<file path="src/rtl/clock_enable_sequencer.sv">
// One-hot phase ring with per-output tap masks, an optional bounded stretch at
// HOLD_PHASE, and self-recovery from corrupted (non-one-hot) ring states.
module clock_enable_sequencer #(
    parameter int PHASES      = 12,
    parameter int NUM_EN      = 6,
    parameter logic [NUM_EN*PHASES-1:0] TAP_MASK = {12'h200, 12'h040, 12'h008,
                                                    12'h001, 12'h249, 12'hAAA},
    parameter int RESET_PHASE = 3,
    parameter int HOLD_PHASE  = 0,
    parameter int MAX_STRETCH = 15
) (
    input  logic                      clk,
    input  logic                      rst,
    input  logic                      stretch_req,
    output logic [NUM_EN-1:0]         en,
    output logic [PHASES-1:0]         phase,
    output logic [PHASES-1:0]         phase_next,
    output logic [$clog2(PHASES)-1:0] phase_idx,
    output logic                      stretched,
    output logic                      stretch_timeout,
    output logic                      ring_fault
);

    localparam int IDX_W = $clog2(PHASES);
    localparam int CNT_W = (MAX_STRETCH < 1) ? 1 : $clog2(MAX_STRETCH + 1);
    localparam logic [CNT_W-1:0]  MAX_CNT   = CNT_W'(MAX_STRETCH);
    localparam logic [PHASES-1:0] RESET_VEC = PHASES'(1) << RESET_PHASE;

    logic [PHASES-1:0] phase_reg;
    logic [NUM_EN-1:0] en_reg;
    logic              stretched_reg;
    logic              timeout_reg;
    logic              fault_reg;
    logic [CNT_W-1:0]  cnt_reg;

    logic [NUM_EN-1:0] taps;
    logic [PHASES-1:0] rotated;
    logic [6:0]        ones;
    logic              one_hot;
    logic              hold;
    logic              force_release;
    logic [IDX_W-1:0]  idx;

    genvar gi;
    generate
        for (gi = 0; gi < NUM_EN; gi++) begin : g_tap
            assign taps[gi] = |(phase_reg & TAP_MASK[gi*PHASES +: PHASES]);
        end
    endgenerate

    always_comb begin
        ones = 7'd0;
        idx  = '0;
        for (int k = 0; k < PHASES; k++) begin
            ones = ones + {6'd0, phase_reg[k]};
            if (phase_reg[k]) idx = idx | IDX_W'(k);
        end
        one_hot = (ones == 7'd1);
        if (!one_hot) idx = '0;
    end

    assign rotated = {phase_reg[PHASES-2:0], phase_reg[PHASES-1]};

    // Stretch logic disappears entirely when MAX_STRETCH is zero.
    generate
        if (MAX_STRETCH > 0) begin : g_hold
            logic at_hold;
            assign at_hold       = phase_reg[HOLD_PHASE] & stretch_req;
            assign hold          = at_hold & (cnt_reg < MAX_CNT);
            assign force_release = at_hold & (cnt_reg == MAX_CNT);
        end else begin : g_no_hold
            assign hold          = 1'b0;
            assign force_release = 1'b0;
        end
    endgenerate

    always_comb begin
        phase_next = rotated;
        if (!one_hot)  phase_next = RESET_VEC;
        else if (hold) phase_next = phase_reg;
    end

    always_ff @(posedge clk or posedge rst) begin
        if (rst) begin
            phase_reg     <= RESET_VEC;
            en_reg        <= '0;
            stretched_reg <= 1'b0;
            timeout_reg   <= 1'b0;
            fault_reg     <= 1'b0;
            cnt_reg       <= '0;
        end else begin
            phase_reg <= phase_next;
            if (!one_hot) begin
                en_reg        <= '0;
                stretched_reg <= 1'b0;
                timeout_reg   <= 1'b0;
                fault_reg     <= 1'b1;
                cnt_reg       <= '0;
            end else begin
                // Taps fire only on the first cycle of a held phase.
                en_reg        <= stretched_reg ? '0 : taps;
                stretched_reg <= hold;
                timeout_reg   <= force_release;
                fault_reg     <= 1'b0;
                cnt_reg       <= hold ? cnt_reg + CNT_W'(1) : '0;
            end
        end
    end

    assign en              = en_reg;
    assign phase           = phase_reg;
    assign phase_idx       = idx;
    assign stretched       = stretched_reg;
    assign stretch_timeout = timeout_reg;
    assign ring_fault      = fault_reg;

endmodule

</file>
<file path="config.mk">
export PLATFORM = sky130hd
export DESIGN_NAME = clock_enable_sequencer
export DESIGN_NICKNAME = d
export VERILOG_FILES = /design/src/rtl/clock_enable_sequencer.sv
export SDC_FILE = /design/constraint.sdc
export NUM_CORES = 1
export LEC_CHECK = 0
export CAP_MARGIN = 20
export CELL_PAD_IN_SITES_DETAIL_PLACEMENT = 1
export CELL_PAD_IN_SITES_GLOBAL_PLACEMENT = 1
export CORE_MARGIN = 2
export CORE_UTILIZATION = 30
export CTS_CLUSTER_DIAMETER = 150
export DETAILED_ROUTE_END_ITERATION = 16
export GPL_TIMING_DRIVEN = 1
export HOLD_SLACK_MARGIN = 0.02
export MAX_ROUTING_LAYER = met4
export PLACE_DENSITY = 0.7
export SLEW_MARGIN = 10
export SYNTH_ARGS = -nofsm -noshare
export SYNTH_HDL_FRONTEND = slang
export SYNTH_SLANG_ARGS = --single-unit
</file>
<file path="constraint.sdc">
create_clock -name clk -period 4.79 [get_ports clk]
set_input_delay 0.7185 -clock clk [delete_from_list [all_inputs] [get_ports clk]]
set_output_delay 0.7185 -clock clk [all_outputs]
set_load 0.05 [all_outputs]
</file>
==> impl_metrics.py <==
metrics = {
    "global_routing": {
        "busiest_layer": "met2",
        "use_met1_pct": 23.5,
        "globalRoute.totalOverflow": 0,
        "grt_pass1_wl_um": 7560,
        "use_met2_pct": 35.3,
        "track_usage_pct": 20.4,
        "grt_pass1_vias": 1445,
        "antenna_found_initial": 0,
        "use_met3_pct": 3.03,
        "grt_max_degree": 26,
    },
    "timing": {
        "period_share_pct": 112,
        "whs_ns": 0.485,
        "rsz0062_at_grt": "true",
        "final-hold-violation-count": 0,
        "worstMarginPinSlew_ns": 0.709,
        "clock_skew_ns": 0.0106,
        "tns_ns": -8.44,
        "setup_viol": 16,
        "max-slew-margin-rel_pct": 52.3,
        "setup_slack_ns": -0.552,
        "finalCriticalPeriod_ns": 5.34,
        "max_clock_freq_mhz": 187,
        "finalMaxSlewViolations": 0,
    },
    "floorplan": {
        "io_pins": 40,
        "start_util_pct": 30.7,
        "fp.dieH_um": 70.3,
        "core_area_sq_um": 4290,
        "rows": 24,
        "die_area_sq_um": 4940,
        "fp.dieW_um": 70.3,
    },
    "critical_path": {
        "max_stage_delay_ns": 0.62,
        "cp_cell_sequence": "fa_1, fa_1, inv_1, fa_1, fa_1, inv_2, ha_4, inv_2, fa_2, a211o_1, a211o_4, buf_12, a21oi_4, buf_12",
        "critPathSlowestCell": "dfstp_4",
        "crit_path_max_fanout": 7,
        "cp-start-kind": "register",
        "worstPathRequired_ns": 4.07,
        "critPathKind": "reg -> out",
        "cp_common_cell": "fa_1",
        "worst_setup_path_end_kind": "primary output",
        "arrival_ns": 4.62,
    },
    "clock_network": {
        "cts_tree": "built",
        "cts.sinks": 25,
        "cts-root-buf": "clkbuf_8",
        "numCtsBuffers": 3,
        "h-tree-depth": 1,
        "cts_max_path_buffers": 2,
        "clkLatencyLatePin_ns": 0.28,
        "path_clk_slew_ns": 0.08,
        "cts_hold_buf": 0,
    },
    "yosys": {
        "synth.top_cell.area_share_pct": 45.6,
        "synth-seq-area-share_pct": 47.6,
        "synth-seq-cells": 25,
        "syn_avg_cell_area_sq_um": 10.3,
        "synthDistinctLibCells": 25,
        "yosys_warnings": 0,
        "synth_edf_count": 0,
        "synthTopCellsByCount": "24 x dfrtp_1, 19 x inv_1, 12 x a21oi_1",
        "yosys.area.top_type": "dfrtp_1",
        "syn_inst": 128,
        "synth-main-ff-cell": "dfrtp_1",
        "synth.cell_area_sq_um": 1320,
        "async_flop_share_pct": 100,
        "yosysMostFrequentCell": "dfrtp_1",
        "syn_nets": 144,
        "ys_top_cells_by_area": "dfrtp_1 46%, fa_1 11%, ha_1 5.7%",
    },
    "outcome": {
        "status": "finished, violations left",
        "violations": "setup timing",
    },
    "placed_design": {
        "io_buffers": 39,
        "gp_congestion": 0.842,
        "dp_hpwl_um": 3230,
    },
    "final_layout": {
        "final_nets": 206,
        "area_growth_pct": 82.0,
        "fill_cells": 452,
        "n_antenna_cell": 0,
        "drive_above_1_share_pct": 37.6,
        "largest_register_ffs": 12,
        "regArea_sq_um": 637,
        "multiInputGateArea_sq_um": 788,
    },
    "drt": {
        "drt_wl_total_um": 4710,
        "drt_iter0_markers": 23,
        "drc": 0,
        "routed_via_density": 5.09,
        "drt-pass1-iter-count": 2,
        "wl_per_cell_um": 19.5,
        "ant_nets": 0,
        "vias": 1227,
    },
    "flow_run": {
        "cap_violations": 0,
    },
    "hold_path": {
        "hp-class": "reg -> reg",
    },
}
-- logic make-up (layout without fill, tap and decap cells) --
kind of cell | Yosys count | after routing | synth area share, %
DFF | 25 | 25 | 47.6
xor gates and xnor gates | 2 | 2 | 1.33
and+or+nand+nor | 34 | 34 | 13.8
AOI/OAI and AO/OA | 28 | 28 | 12.3
adders and majority gates | 13 | 13 | 16.3
buffers and inverters | 26 | 87 | 8.74
-- worst max-delay path: cells and delay by family, from the launching register on --
kind | cells | cell delay (ns)
DFF | 1 | 0.62
AOI/OAI and AO/OA | 3 | 0.88
buffers and inverters | 5 | 0.51
adders and majority gates | 6 | 2.33
-- path summary, 6_finish.rpt --
check | from | to | slack [ns] | cells past startpoint
max in group asynchronous | rst | phase[3] | 3.56 | 3
max | phase[3] | phase_next[9] | -0.55 | 14
min | cnt_reg[0] | cnt_reg[0] | 0.48 | 1
min in group asynchronous | rst | phase[4] | 0.71 | 2
max reg2reg | phase[3] | cnt_reg[2] | 0.20 | 15
min reg2reg | cnt_reg[0] | cnt_reg[0] | 0.48 | 1
-- per-stage QoR --
stage | worst slack [ns] | instance area (sq um) | utilization (%) | std cells
after detailed placement | -0.243 | 2170 | 50.5 | 222
final | -0.552 | 2400 | 55.8 | 241
after global routing | -0.647 | 2400 | 55.8 | 241
after global placement | -0.145 | 2170 | 50.5 | 222
after floorplan | -0.271 | 1520 | - | 128
after CTS | -0.506 | 2290 | 53.3 | 233
-- final cells by class --
cell class | count | area share [%]
clock buffers | 4 | 1.88
inverters | 19 | 2.97
multi-input cells | 77 | 32.9
flip-flops and latches | 25 | 26.6
well taps | 52 | 2.71
repair buffers | 64 | 33.0
-- metal layers --
metal / share of wire (%) / wire, um / vias to the layer above
met5: 0 / 0 / -
met4: 2.4 / 112 / 0
met3: 2.0 / 96 / 9
met2: 54 / 2550 / 25
met1: 41 / 1950 / 637
li1: - / - / 556
-- cells in the final DEF (no fill, tap or decap), drive strengths merged, types with 3 or more instances in the layout --
cell and instances:
buf 40, fa 7, nor4 3, a211o 3, dfrtp 24, nor3 8
ha 6, nor2 3, nand3 11, clkdlybuf4s50 23, a21oi 12, clkbuf 5
o21ai 9, nor3b 4, inv 19
-- what timing repair did --
action	4_1_cts	5_1_grt
pin swaps	2	3
buffers inserted	7	6
gates resized for setup	5	2
gates cloned	0	1
endpoints found under the setup margin	16	16
Power is not shown: default switching activity piles up to over one toggle a cycle in this logic, so the estimate is an artifact.
